==> src/rtl/strobe_rx_fifo.sv <==
// Receive-side FIFO for the strobe crosser: captures data_in on each strobe pulse and
// presents it as a first-word-fall-through valid/ready stream with drop accounting.
module strobe_rx_fifo #(
  parameter int WIDTH = 8,
  parameter int DEPTH = 4,
  parameter int CNT_W = 8
) (
  input  logic                     clk,
  input  logic                     reset_n,
  input  logic                     strobe_in,
  input  logic [WIDTH-1:0]         data_in,
  input  logic                     flush,
  output logic                     out_valid,
  input  logic                     out_ready,
  output logic [WIDTH-1:0]         out_data,
  output logic [$clog2(DEPTH):0]   level,
  output logic                     overflow,
  input  logic                     overflow_clr,
  output logic [CNT_W-1:0]         drop_count
);

  localparam int AW = $clog2(DEPTH);
  localparam int LW = AW + 1;

  logic [WIDTH-1:0] mem [DEPTH];

  logic [AW-1:0]    wr_ptr_q, wr_ptr_d;
  logic [AW-1:0]    rd_ptr_q, rd_ptr_d;
  logic [LW-1:0]    level_q, level_d;
  logic             overflow_q, overflow_d;
  logic [CNT_W-1:0] drop_cnt_q, drop_cnt_d;

  logic full;
  logic pop;
  logic push;
  logic drop;

  // Flush wins over every other action, so push/pop/drop are all masked by it.
  assign full = (level_q == LW'(DEPTH));
  assign pop  = (level_q != '0) && out_ready && !flush;
  assign push = strobe_in && !flush && (!full || pop);
  assign drop = strobe_in && !flush && full && !pop;

  always_comb begin
    wr_ptr_d   = wr_ptr_q;
    rd_ptr_d   = rd_ptr_q;
    level_d    = level_q;
    overflow_d = overflow_q;
    drop_cnt_d = drop_cnt_q;

    if (flush) begin
      wr_ptr_d = '0;
      rd_ptr_d = '0;
      level_d  = '0;
    end else begin
      if (push) wr_ptr_d = wr_ptr_q + AW'(1);
      if (pop)  rd_ptr_d = rd_ptr_q + AW'(1);
      level_d = level_q + LW'(push) - LW'(pop);
    end

    // A drop in the same cycle as a clear restarts the count at one.
    if (drop) begin
      overflow_d = 1'b1;
      if (overflow_clr)
        drop_cnt_d = CNT_W'(1);
      else if (drop_cnt_q != {CNT_W{1'b1}})
        drop_cnt_d = drop_cnt_q + CNT_W'(1);
    end else if (overflow_clr) begin
      overflow_d = 1'b0;
      drop_cnt_d = '0;
    end
  end

  always_ff @(posedge clk or negedge reset_n) begin
    if (!reset_n) begin
      wr_ptr_q   <= '0;
      rd_ptr_q   <= '0;
      level_q    <= '0;
      overflow_q <= 1'b0;
      drop_cnt_q <= '0;
    end else begin
      wr_ptr_q   <= wr_ptr_d;
      rd_ptr_q   <= rd_ptr_d;
      level_q    <= level_d;
      overflow_q <= overflow_d;
      drop_cnt_q <= drop_cnt_d;
    end
  end

  // Storage carries no reset; contents are only meaningful below level.
  always_ff @(posedge clk) begin
    if (push) mem[wr_ptr_q] <= data_in;
  end

  assign out_valid  = (level_q != '0);
  assign out_data   = mem[rd_ptr_q];
  assign level      = level_q;
  assign overflow   = overflow_q;
  assign drop_count = drop_cnt_q;

endmodule
==> config.mk <==
export PLATFORM = sky130hd
export DESIGN_NAME = strobe_rx_fifo
export DESIGN_NICKNAME = d
export VERILOG_FILES = /design/src/rtl/strobe_rx_fifo.sv
export SDC_FILE = /design/constraint.sdc
export NUM_CORES = 1
export LEC_CHECK = 0
export CORE_ASPECT_RATIO = 1.5
export CORE_MARGIN = 5
export CORE_UTILIZATION = 50
export CTS_BUF_LIST = sky130_fd_sc_hd__clkbuf_8
export DETAILED_ROUTE_END_ITERATION = 16
export GPL_TIMING_DRIVEN = 0
export HOLD_SLACK_MARGIN = 0.05
export PLACE_DENSITY_LB_ADDON = 0.15
export SYNTH_ARGS = -nofsm -noshare
export SYNTH_HDL_FRONTEND = slang
export SYNTH_SLANG_ARGS = --single-unit
==> constraint.sdc <==
create_clock -name clk -period 3.6 [get_ports clk]
set_input_delay 1.08 -clock clk [delete_from_list [all_inputs] [get_ports clk]]
set_output_delay 1.08 -clock clk [all_outputs]
set_load 0.01 [all_outputs]
==> run summary <==
status = complete, no violations
dominant synthesized flop cell = edfxtp_1
root buffer cell = clkbuf_8
post-CTS sizing = 0
drt pass-1 iters = 4
EDFF count, synth = 32
Initial Utilization = 0.505
worst slew pin tran = 755 ps
clk sinks = 48
Distinct cells, synth = 36
share of cells above drive strength 1 = 0.144
GR Overflow Total = 0
worst setup margin = 454 ps
crit path DAT = 3330 ps
Yosys top cell by area = edfxtp_1
Place WS = -200 ps
Total Routing Usage GR = 0.148
net count after synthesis = 156
die footprint = 5640 µm²
die height = 89.5 µm
total power draw = 1390 µW
dpl hpwl = 2.75 mm
H-tree Lvls = 2
Post-Syn Instances = 134
Final GP Congestion = 0.789
clk buf depth = 2
Iter 0 DRT Violations = 28
Antenna Cells = 0
hold_buf cts = 0
WL final = 3.71 mm
Residual DRC = 0
largest net degree at the start of global routing = 17
Wirelength per Cell = 16.9 µm
top cell type's share of synthesized area = 0.456
Tmin final = 3150 ps
part of the cycle the worst path needs = 0.874
Clock Pin Slew Worst Setup and Hold Paths = 80 ps
final setup violation count = 0
DR vias/cell = 5.57
latest clock arrival within the worst-skew pair = 290 ps
first-pass GRT wire length = 6.47 mm
Pwr per Cell Area = 535 nW/µm²
die width = 63.0 µm
post-CTS setup buffers = 0
largest cells by area after synthesis = edfxtp_1 46%, dfrtp_1 19%, mux4_2 8.6%
CTS tree = built
vias in the first global route = 1363
total number of vias = 1226
CTS buffer count = 5
fin util = 0.625
Rows = 29
Final Hold Viols = 0
Crit Path Max Fanout = 6
sequential element share of the synthesized area = 0.646
FFs w/ async S/R, synth = 0.333
WS Path Type = input port to flop
core region area = 4170 µm²
most common cell in the netlist = edfxtp_1
initial antenna violation count = 0
FILL cells = 320
Leakage Power = 0.000984 µW
PortBufs = 32
Worst Path Required = 3790 ps
Hold Crit Class = flop to flop
RSZ-0062 raised after global routing = no
Ys Warns = 0
synthesized area = 2110 µm²
VDD IR max = 0.000393 V
Synth top cells by count = 32 x edfxtp_1, 16 x dfrtp_1, 9 x nor2_1
fmax = 318 MHz
IO Count = 35
worst relative slew slack = 0.495
Routed Antenna Nets = 0
register bit count reported by yosys = 48
Syn Area/Cell = 15.7 µm²
crit start category = input port
capturing element type of the critical path = flop
Fin Clk Skew = 6.20 ps
Syn-to-layout area delta = 23.8%
Slew Viols, Final = 0
Max-Cap Viols = 0
Nets = 195
[state kept, by name (all words and copies together), names as in the netlist]
signal      count
mem            32
drop_count      8
level           3
rd_ptr_q        2
wr_ptr_q        2
overflow        1
[where the power goes]
part	internal, µW	total, µW	switching, µW
Sequential	627	655	28.6
Clock	227	399	172
Combinational	192	339	147
Total	1050	1390	348
[routing by layer]
| layer | GRT usage | wire length [µm] | vias to the layer above | share of wire |
|---|---|---|---|---|
| li1 | - | - | 581 | - |
| met2 | 0.278 | 2100 | 29 | 0.56 |
| met5 | 0 | 0 | - | 0 |
| met1 | 0.160 | 1410 | 611 | 0.38 |
| met3 | 0.0352 | 162 | 5 | 0.044 |
| met4 | 0.0541 | 48 | 0 | 0.013 |
[final cells by class]
class                   count  area (µm²)  area share
multi-input cells          74         691       0.265
well taps                  46        57.6      0.0221
clock inverters             2        38.8      0.0149
inverters                   8        30.0      0.0115
plain buffers               4        23.8     0.00912
repair buffers             32         323       0.124
clock buffers               6        82.6      0.0317
flip-flops and latches     48        1360       0.522
[logic make-up (layout without fill, tap and decap cells)]
| group | after synthesis | after routing | share of synthesized area |
|---|---|---|---|
| xor gates and xnor gates | 5 | 5 | 0.0208 |
| muxes | 9 | 9 | 0.0903 |
| and+or+nand+nor | 35 | 35 | 0.108 |
| buffers and inverters | 12 | 52 | 0.0255 |
| AOI/OAI and AO/OA | 17 | 17 | 0.0576 |
| DFF | 48 | 48 | 0.646 |
| adders and majority gates | 8 | 8 | 0.0511 |
[cells in the final DEF, fill, tap and decap left out, types with 3 or more instances in the layout]
cell / count
edfxtp_1: 32
clkdlybuf4s50_1: 31
xor2_1: 3
nand3_1: 3
nor2_1: 9
and2_1: 4
clkbuf_8: 6
inv_1: 8
o21ai_0: 3
dfrtp_1: 16
nand2_1: 4
mux4_2: 8
ha_1: 7
a21oi_1: 5
[critical path: stages]
cell and delay [ps]:
dlymetal6s2s_1 180, or4b_4 590, nand2_1 120, nor2_1 100
inv_1 70, ha_1 220, inv_1 60, ha_1 130
inv_1 50, fa_1 370, xor2_1 170, xnor2_1 130
nor2_1 50
[stage by stage]
| step | cells | hold WS [ps] | TNS, ps | cell area [µm²] |
|---|---|---|---|---|
| finish | 220 | 555 | 0 | 2610 |
| global route | 220 | 617 | 0 | 2610 |
| CTS | 220 | 550 | 0 | 2610 |
| detailed placement | 212 | 523 | -200 | 2480 |
| global placement | 212 | 522 | -159 | 2480 |
| floorplan | 134 | 549 | 0 | 2110 |
[worst paths after layout]
kind	depth (start not counted)	end	slack, ps	from
min in group asynchronous	1	wr_ptr_q[0]	1230	reset_n
hold reg to reg	2	overflow	550	overflow
hold / removal	2	overflow	550	overflow
max in group asynchronous	1	level[0]	1900	reset_n
setup reg to reg	12	level[2]	950	level[1]
setup / recovery	13	level[2]	450	out_ready
(Power assumes the default switching activity.)
